<file path="config.mk">
export PLATFORM = sky130hd
export DESIGN_NAME = ahb_lite_initiator_arbiter
export DESIGN_NICKNAME = d
export VERILOG_FILES = /design/src/rtl/ahb_lite_pkg.sv /design/src/rtl/ahb_lite_rr_arbiter.sv /design/src/rtl/ahb_lite_initiator_arbiter.sv
export SDC_FILE = /design/constraint.sdc
export NUM_CORES = 1
export LEC_CHECK = 0
export BUFFER_PORTS_ARGS = -buffer_cell sky130_fd_sc_hd__buf_2
export CAP_MARGIN = 20
export CORE_MARGIN = 1
export CORE_UTILIZATION = 25
export CTS_BUF_LIST = sky130_fd_sc_hd__clkbuf_16
export CTS_CLUSTER_DIAMETER = 150
export DETAILED_ROUTE_END_ITERATION = 16
export GPL_ROUTABILITY_DRIVEN = 0
export PLACE_DENSITY = 0.49
export RECOVER_POWER = 50
export SKIP_LAST_GASP = 1
export SLEW_MARGIN = 20
export SYNTH_ARGS = -nofsm -noshare
export SYNTH_HDL_FRONTEND = slang
export SYNTH_SLANG_ARGS = --single-unit
</file>
<file path="constraint.sdc">
create_clock -name hclk -period 7.5 [get_ports hclk]
set_input_delay 1.5 -clock hclk [delete_from_list [all_inputs] [get_ports hclk]]
set_output_delay 1.5 -clock hclk [all_outputs]
set_load 0.05 [all_outputs]
</file>
<file path="src/rtl/ahb_lite_pkg.sv">
// Shared AHB-Lite definitions for the initiator-side interconnect blocks.
package ahb_lite_pkg;

    // Address width carried through the hold registers; initiators narrower
    // than this are zero-extended on capture and truncated on replay.
    localparam int AHB_ADDR_WIDTH = 32;

    localparam logic [1:0] AHB_XFER_IDLE   = 2'b00;
    localparam logic [1:0] AHB_XFER_BUSY   = 2'b01;
    localparam logic [1:0] AHB_XFER_NONSEQ = 2'b10;
    localparam logic [1:0] AHB_XFER_SEQ    = 2'b11;

    typedef enum logic [1:0] {
        IDLE   = 2'd0,
        HELD   = 2'd1,
        ISSUED = 2'd2
    } init_state_e;

    typedef struct packed {
        logic [AHB_ADDR_WIDTH-1:0] addr;
        logic                      write;
        logic [1:0]                trans;
        logic [2:0]                size;
    } ahb_addr_phase_t;

    // True for transfer types that open a data phase
    function automatic logic is_xfer(input logic [1:0] trans);
        return (trans == AHB_XFER_NONSEQ) || (trans == AHB_XFER_SEQ);
    endfunction

endpackage

</file>
<file path="src/rtl/ahb_lite_rr_arbiter.sv">
// Round-robin arbiter: one-hot grant from a request vector, searching from
// the index after the last winner; the pointer only moves when advance is set.
module ahb_lite_rr_arbiter #(
    parameter int NUM_REQ = 2
) (
    input  logic               hclk,
    input  logic               hreset_n,
    input  logic [NUM_REQ-1:0] req,
    input  logic               advance,
    output logic [NUM_REQ-1:0] grant
);
    localparam int IW = (NUM_REQ > 1) ? $clog2(NUM_REQ) : 1;

    logic [IW-1:0] last_q;
    logic [IW-1:0] win_idx;
    logic          found;

    // Scan requesters in rotating order starting just after the last winner
    always_comb begin
        grant   = '0;
        found   = 1'b0;
        win_idx = '0;
        for (int k = 1; k <= NUM_REQ; k++) begin
            for (int j = 0; j < NUM_REQ; j++) begin
                if (!found && req[j] && (j == ((int'(last_q) + k) % NUM_REQ))) begin
                    grant[j] = 1'b1;
                    win_idx  = IW'(j);
                    found    = 1'b1;
                end
            end
        end
    end

    // Remember the winner so the next search starts after it; reset favours index 0
    always_ff @(posedge hclk or negedge hreset_n) begin
        if (!hreset_n) begin
            last_q <= IW'(NUM_REQ - 1);
        end else if (advance && found) begin
            last_q <= win_idx;
        end
    end

endmodule

</file>
<file path="src/rtl/ahb_lite_initiator_arbiter.sv">
// Shares one downstream AHB-Lite initiator port between several upstream
// initiators. A request that loses arbitration is captured in a one-entry
// hold register and the initiator is stalled in its data phase until the
// captured address phase has been replayed downstream.
module ahb_lite_initiator_arbiter
    import ahb_lite_pkg::*;
#(
    parameter int AHB_LITE_ADDR_WIDTH = 32,
    parameter int AHB_LITE_DATA_WIDTH = 32,
    parameter int NUM_INITIATORS      = 2
) (
    input  logic                                                hclk,
    input  logic                                                hreset_n,
    input  logic [NUM_INITIATORS-1:0][AHB_LITE_ADDR_WIDTH-1:0]  haddr_i,
    input  logic [NUM_INITIATORS-1:0][AHB_LITE_DATA_WIDTH-1:0]  hwdata_i,
    input  logic [NUM_INITIATORS-1:0]                           hwrite_i,
    input  logic [NUM_INITIATORS-1:0][1:0]                      htrans_i,
    input  logic [NUM_INITIATORS-1:0][2:0]                      hsize_i,
    output logic [NUM_INITIATORS-1:0]                           hready_o,
    output logic [NUM_INITIATORS-1:0]                           hresp_o,
    output logic [NUM_INITIATORS-1:0][AHB_LITE_DATA_WIDTH-1:0]  hrdata_o,
    output logic [AHB_LITE_ADDR_WIDTH-1:0]                      haddr_o,
    output logic [AHB_LITE_DATA_WIDTH-1:0]                      hwdata_o,
    output logic                                                hwrite_o,
    output logic [1:0]                                          htrans_o,
    output logic [2:0]                                          hsize_o,
    input  logic                                                hready_i,
    input  logic                                                hresp_i,
    input  logic [AHB_LITE_DATA_WIDTH-1:0]                      hrdata_i,
    output logic [NUM_INITIATORS-1:0]                           grant_o
);
    init_state_e     state_q    [NUM_INITIATORS];
    ahb_addr_phase_t hold_q     [NUM_INITIATORS];
    ahb_addr_phase_t live_phase [NUM_INITIATORS];
    ahb_addr_phase_t sel_phase;

    logic [NUM_INITIATORS-1:0] live_req;
    logic [NUM_INITIATORS-1:0] req;
    logic [NUM_INITIATORS-1:0] lock_hold;
    logic [NUM_INITIATORS-1:0] issued_vec;
    logic [NUM_INITIATORS-1:0] held_vec;
    logic [NUM_INITIATORS-1:0] arb_grant;
    logic [NUM_INITIATORS-1:0] grant;
    logic [NUM_INITIATORS-1:0] grant_q;
    logic                      locked;
    logic                      advance;

    // Per-initiator handshake back upstream, plus what each one is asking for
    always_comb begin
        for (int i = 0; i < NUM_INITIATORS; i++) begin
            live_phase[i].addr  = AHB_ADDR_WIDTH'(haddr_i[i]);
            live_phase[i].write = hwrite_i[i];
            live_phase[i].trans = htrans_i[i];
            live_phase[i].size  = hsize_i[i];
            issued_vec[i]       = (state_q[i] == ISSUED);
            held_vec[i]         = (state_q[i] == HELD);
            hready_o[i]         = 1'b1;
            hresp_o[i]          = 1'b0;
            hrdata_o[i]         = '0;
            if (issued_vec[i]) begin
                hready_o[i] = hready_i;
                hresp_o[i]  = hresp_i;
                hrdata_o[i] = hrdata_i;
            end else if (held_vec[i]) begin
                hready_o[i] = 1'b0;
            end
            live_req[i]  = is_xfer(htrans_i[i]) &&
                           ((state_q[i] == IDLE) || (issued_vec[i] && hready_i));
            req[i]       = held_vec[i] || live_req[i];
            lock_hold[i] = (htrans_i[i] == AHB_XFER_SEQ) || (htrans_i[i] == AHB_XFER_BUSY);
        end
    end

    // The last accepted owner keeps the bus while it continues a burst
    assign locked  = |(grant_q & lock_hold);
    assign advance = hready_i && !locked;

    ahb_lite_rr_arbiter #(
        .NUM_REQ (NUM_INITIATORS)
    ) u_rr_arbiter (
        .hclk     (hclk),
        .hreset_n (hreset_n),
        .req      (req),
        .advance  (advance),
        .grant    (arb_grant)
    );

    // Final grant: frozen while downstream stalls, locked during bursts, else round-robin
    always_comb begin
        grant = '0;
        if (!hreset_n) begin
            grant = '0;
        end else if (!hready_i || locked) begin
            grant = grant_q;
        end else begin
            grant = arb_grant;
        end
    end

    assign grant_o = grant;

    // Address phase comes from the grantee's hold register if it is waiting, else live
    always_comb begin
        sel_phase = '0;
        for (int i = 0; i < NUM_INITIATORS; i++) begin
            if (grant[i]) begin
                sel_phase = held_vec[i] ? hold_q[i] : live_phase[i];
            end
        end
        haddr_o  = AHB_LITE_ADDR_WIDTH'(sel_phase.addr);
        hwrite_o = sel_phase.write;
        htrans_o = sel_phase.trans;
        hsize_o  = sel_phase.size;
    end

    // Write data follows whichever initiator currently owns the data phase
    always_comb begin
        hwdata_o = '0;
        for (int i = 0; i < NUM_INITIATORS; i++) begin
            if (issued_vec[i]) begin
                hwdata_o = hwdata_i[i];
            end
        end
    end

    // Per-initiator IDLE/HELD/ISSUED sequencing and hold-register capture
    always_ff @(posedge hclk or negedge hreset_n) begin
        if (!hreset_n) begin
            for (int i = 0; i < NUM_INITIATORS; i++) begin
                state_q[i] <= IDLE;
                hold_q[i]  <= '0;
            end
        end else begin
            for (int i = 0; i < NUM_INITIATORS; i++) begin
                if (state_q[i] == HELD) begin
                    if (grant[i] && hready_i) begin
                        state_q[i] <= ISSUED;
                    end
                end else if ((state_q[i] == IDLE) || hready_i) begin
                    if (live_req[i] && grant[i] && hready_i) begin
                        state_q[i] <= ISSUED;
                    end else if (live_req[i]) begin
                        state_q[i] <= HELD;
                        hold_q[i]  <= live_phase[i];
                    end else begin
                        state_q[i] <= IDLE;
                    end
                end
            end
        end
    end

    // Remember the owner of the last accepted address phase for locking and stalls
    always_ff @(posedge hclk or negedge hreset_n) begin
        if (!hreset_n) begin
            grant_q <= '0;
        end else if (hready_i) begin
            grant_q <= grant;
        end
    end

    a_grant_onehot0 : assert property (@(posedge hclk) disable iff (!hreset_n)
        $onehot0(grant));

    a_single_owner : assert property (@(posedge hclk) disable iff (!hreset_n)
        $onehot0(issued_vec));

    for (genvar g = 0; g < NUM_INITIATORS; g++) begin : g_hold_chk
        a_hold_stable : assert property (@(posedge hclk) disable iff (!hreset_n)
            held_vec[g] |=> $stable(hold_q[g]));
    end

endmodule

</file>
Word level (Yosys, flattened, before mapping)
Cells that the tools add are included.
{ "classes": {"n_addsub": 2, "eq_ne": 14, "mux": 35, "bitwise_logic": 7, "reduce_logical": 46} }
{ "op_table": {"columns": ["op", "n"], "rows": [
  ["$mux W38", 4],
  ["$mux W32", 4],
  ["$logic_not A32 Y1", 2],
  ["$mux W2", 10],
  ["$logic_and A1 B1 Y1", 19],
  ["$mux W1", 17],
  ["$eq A2 B2 Y1 const B", 6],
  ["$logic_or A1 B1 Y1", 11],
  ["$eq A2 B1 Y1 const B", 4],
  ["$reduce_and A4 Y1", 2],
  ["$logic_not A1 Y1", 5],
  ["$eq A2 B2 Y1 const A", 2],
  ["$logic_not A2 Y1", 2],
  ["$ne A2 B1 Y1 const B", 2],
  ["$not A1 Y1", 4],
  ["$reduce_and A2 Y1", 2],
  ["$reduce_bool A2 Y1", 2],
  ["$add A1 B1 Y1 const B", 2],
  ["$and A1 B1 Y1 const A", 2],
  ["$and A2 B2 Y2", 1],
  ["$reduce_or A2 Y1", 1]
]} }
{ "totals": {"regBits": 83, "input_bits": 176, "out_inout_bits": 140} }

Depth between registers and ports, before layout
{ "depth": {"depth_word": 26, "mapped_depth": 8, "ltp_nobuf": 6} }

Cells and area by module
From an unflattened synthesis, not the netlist that was laid out.
{ "unflattened": {"hier_cells": 466, "hier_area_um2": 5217.5} }
{ "modules_own_cells": {"columns": ["module", "n_inst", "cells_per_inst", "area_each_um2", "seq_area_each_um2"], "rows": [
  ["ahb_lite_initiator_arbiter", 1, 459, 5153.7, 2052.0],
  ["ahb_lite_rr_arbiter", 1, 7, 63.8, 26.3]
]} }

Worst setup path before layout
Ideal clock, no wire load.
{ "synth_timing": {"kind": "input port to output port", "start": "in hready_i", "end": "out haddr_o[0]", "arrival_time_ns": 3.626, "required_ns": 6.000, "setup_slack_ns": 2.374, "path_stages": 8, "path_buffers": 3, "path_cell_list": "buf_4 > a21bo_1 > or2_4 > o31ai_4 > buf_2 > buf_2 > nand3_1 > mux2i_1"} }
{ "synth_between": {"elab_chain_cells": 21} }
{ "synth_lines": {"columns": ["element", "line", "source"], "rows": [
  ["start: declaration", "ahb_lite_initiator_arbiter.sv:27", "input logic hready_i,"],
  ["$logic_and A1 B1 Y1", "ahb_lite_initiator_arbiter.sv:68", "((state_q[i] == IDLE) || (issued_vec[i] && hready_i));"],
  ["$logic_or A1 B1 Y1", "ahb_lite_initiator_arbiter.sv:68", null],
  ["$logic_and A1 B1 Y1", "ahb_lite_initiator_arbiter.sv:67", "live_req[i] = is_xfer(htrans_i[i]) &&"],
  ["$logic_or A1 B1 Y1", "ahb_lite_initiator_arbiter.sv:69", "req[i] = held_vec[i] || live_req[i];"],
  ["$logic_and A1 B1 Y1", "ahb_lite_rr_arbiter.sv:25", "if (!found && req[j] && (j == ((int'(last_q) + k) % NUM_REQ))) begin"],
  ["$mux W1", "ahb_lite_rr_arbiter.sv:25", null],
  ["$logic_not A1 Y1", "ahb_lite_rr_arbiter.sv:25", null],
  ["$logic_and A1 B1 Y1 (2 in a row)", "ahb_lite_rr_arbiter.sv:25", null],
  ["(+2 left out)", null, null],
  ["$logic_and A1 B1 Y1 (2 in a row)", "ahb_lite_rr_arbiter.sv:25", null],
  ["$mux W1", "ahb_lite_rr_arbiter.sv:25", null],
  ["$logic_not A1 Y1", "ahb_lite_rr_arbiter.sv:25", null],
  ["$logic_and A1 B1 Y1 (2 in a row)", "ahb_lite_rr_arbiter.sv:25", null],
  ["$mux W1", "ahb_lite_rr_arbiter.sv:25", null],
  ["$mux W2 (*)", "ahb_lite_initiator_arbiter.sv:93", "end else if (!hready_i || locked) begin"],
  ["$mux W2 (*)", "ahb_lite_initiator_arbiter.sv:91", "if (!hreset_n) begin"],
  ["$mux W38 (*)", "ahb_lite_initiator_arbiter.sv:106", "if (grant[i]) begin"],
  ["end: declaration", "ahb_lite_initiator_arbiter.sv:22", "output logic [AHB_LITE_ADDR_WIDTH-1:0] haddr_o,"]
]} }
Mark *: on every way between the ends. The rest lies on a longest branch, timed or not.

Final worst setup path
{ "layout_timing": {"start": "in hreset_n", "end": "out haddr_o[29]"} }
{ "layout_between": {"elab_chain_cells": 3} }
{ "layout_lines": {"columns": ["element", "line", "source"], "rows": [
  ["start: declaration", "ahb_lite_initiator_arbiter.sv:13", "input logic hreset_n,"],
  ["$mux W2 (*)", "ahb_lite_initiator_arbiter.sv:91", null],
  ["$mux W38", "ahb_lite_initiator_arbiter.sv:106", null],
  ["$mux W38 (*)", "ahb_lite_initiator_arbiter.sv:106", null]
]} }
Marked as above.

==> qor.txt <==
1st-iter DRT viols = 180
Post-Route Skew = 0.00919 ns
DR pass1 iterations = 4
core area = 21,800 um^2
Ys Warns = 0
failing checks = capacitance limit, slew limit
wire per inst = 17.7 um
largest net degree at the start of global routing = 72
share of layout cells above drive strength 1 = 54.3%
cts repair resizes = 0
Final HPWL DP = 14,300 um
DRC = 0
# fillers = 2,269
CP Max Fanout = 52
Final period util = 79.3%
WS Path Type = input port to output pin
TritonCTS clock tree = built
WP data required = 6.00 ns
f_max = 168 MHz
footprint of the multi-input gates = 3320 um^2
vias = 5,123
slew of the pin with the lowest slew margin = 2.73 ns
Post-DRT Antenna Nets = 0
Hold WC Path Type = flop to flop
die area = 22,900 um^2
wirelength, routed = 19,200 um
Clock Path Buffers = 2
final setup fails = 0
Worst-path clk slew = 0.07 ns
die width = 151 um
Fin. Hold Viols = 0
commonest non-fill, non-tap cell in the layout = buf_2
Area Growth Syn to Fin = 38.2%
Syn Inst Count = 503
root buf cell = clkbuf_16
fin nets = 972
GRT Overall Usage = 16.6%
register area = 2080 um^2
Mapped Area = 5580 um^2
Max transition margin = -81.8%
Yosys reg bits = 83
syn_nets = 679
Critical Path Start Type = input port
leak pwr = 3.91 nW
DIE HEIGHT = 151 um
power density over the cells = 386 nW/um^2
Avg Cell Area, Syn = 11.1 um^2
peak supply drop = 0.000255 V
placed insts = 1,065
Max Cap Violations = 2
row cnt = 54
Final Max Slew Viols = 90
post-synth cell types = 36
status = finished with violations
Post-Layout Cell Count = 1,082
Num CTS Buffers = 9
GRT overflow = 0
hold_buf cts = 0
postcts setup bufs = 0
number of I/O pins = 316
initial core utilization = 25.6%
post-layout minimum cycle time = 5.94 ns
global-route wire length before repair = 28,000 um
drt via density = 4.73
buffers added on ports = 315
H-tree levels = 3
Clock Sinks = 83
arrival time worst endpoint = 4.44 ns
worst skew pair latency = 0.34 ns
most frequent cells in the layout = buf_2, mux2_2, dfrtp_1
RSZ-0062 raised after global routing = false
Setup TNS = 0 ns
number of global-route vias before repair = 4,926
CP Capture Type = output pin
antenna violations before repair = 3
part of the Yosys area used for sequential elements = 37.3%
==> stage by stage <==
stage,setup WS [ns],power [W],hold slack [ns],cell area [um^2],util (%)
global route,0.927,0.00316,0.485,7710,35.3
detailed placement,1.99,0.00251,0.459,7440,34.1
global placement,2.04,0.00251,0.451,7440,34.1
finish,1.56,0.00298,0.473,7710,35.3
floorplan,2.37,0.00211,0.433,5580,-
CTS,1.97,0.00303,0.476,7770,35.6
==> area by class of cell <==
cell class                      count  area share [%]
Antenna cell                        1          0.0325
Clock buffer                        9            2.92
Clock inverter                      7            1.27
Inverter                            3           0.146
Multi-Input combinational cell    373            43.1
Sequential cell                    83            27.0
Tap cell                          280            4.54
Timing Repair Buffer              326            21.0
==> per-layer routing <==
| layer | track usage (%) | part of all wire [%] | vias up |
|---|---|---|---|
| li1 | - | - | 2400 |
| met1 | 21.1 | 43 | 2495 |
| met2 | 27.9 | 48 | 211 |
| met3 | 5.00 | 8.6 | 17 |
| met4 | 2.60 | 0.74 | 0 |
| met5 | 0 | 0 | - |
==> cell families after synthesis <==
kind of cell	count (synthesis)	share of synthesized area, %
AOI/OAI and AO/OA	52	7.65
buffers and inverters	47	3.97
DFF	83	37.3
muxes	189	37.8
and+or+nand+nor	132	13.3
==> registers in the layout, summed over array words and instances (netlist names) <==
signal	flops
state_q	4
u_rr_arbiter.last_q	1
grant_q	2
hold_q	76
==> worst paths after layout <==
path / startpoint / endpoint / slack (ns) / depth (start not counted)
setup / recovery: hreset_n / haddr_o[29] / 1.56 / 5
hold / removal: hold_q[4]$_DFFE_PN0P_ / hold_q[4]$_DFFE_PN0P_ / 0.47 / 1
setup reg to reg: state_q[0]$_DFFE_PN0P_ / hold_q[32]$_DFFE_PN0P_ / 3.46 / 6
hold reg to reg: hold_q[4]$_DFFE_PN0P_ / hold_q[4]$_DFFE_PN0P_ / 0.47 / 1
max in group asynchronous: hreset_n / hold_q[55]$_DFFE_PN0P_ / 3.77 / 2
min in group asynchronous: hreset_n / hold_q[67]$_DFFE_PN0P_ / 1.43 / 2
==> power breakdown <==
part | switching, W | total, W | internal, W
logic | 0.00102 | 0.00170 | 0.000681
clock network | 0.000201 | 0.000495 | 0.000295
registers | 0.000114 | 0.000781 | 0.000667
total | 0.00134 | 0.00298 | 0.00164
==> cell usage after synthesis <==
cell | n | area (um^2)
mux2_4 | 19 | 285
dfrtp_1 | 82 | 2050
inv_1 | 3 | 11.3
nand3b_1 | 1 | 7.51
o31ai_1 | 3 | 22.5
buf_6 | 2 | 22.5
a21oi_1 | 6 | 30.0
a21oi_2 | 1 | 8.76
mux2_1 | 2 | 22.5
nor3_1 | 1 | 5.00
clkbuf_1 | 21 | 78.8
a21o_1 | 1 | 7.51
nand3_1 | 37 | 185
buf_4 | 3 | 22.5
a211oi_1 | 1 | 7.51
dfstp_2 | 1 | 26.3
a21bo_1 | 1 | 10.0
mux2i_1 | 74 | 741
buf_2 | 15 | 75.1
nand2b_1 | 4 | 25.0
a22oi_1 | 1 | 7.51
mux2_2 | 94 | 1060
a22o_1 | 32 | 280
o21ai_0 | 2 | 10.0
o22ai_1 | 1 | 6.26
buf_1 | 3 | 11.3
or2_4 | 1 | 8.76
o221ai_1 | 1 | 8.76
or2_2 | 1 | 6.26
nor2b_1 | 4 | 25.0
nor2_1 | 8 | 30.0
nand2_1 | 7 | 26.3
a31oi_1 | 1 | 6.26
and2_1 | 67 | 419
and3_1 | 1 | 6.26
o31ai_4 | 1 | 21.3
==> critical path: stages <==
cell and delay (ns):
buf_4 0.12, clkbuf_1 1.94, nand3_1 0.28, mux2i_1 0.27, buf_2 0.31
Power figures use the tool's default switching activity.
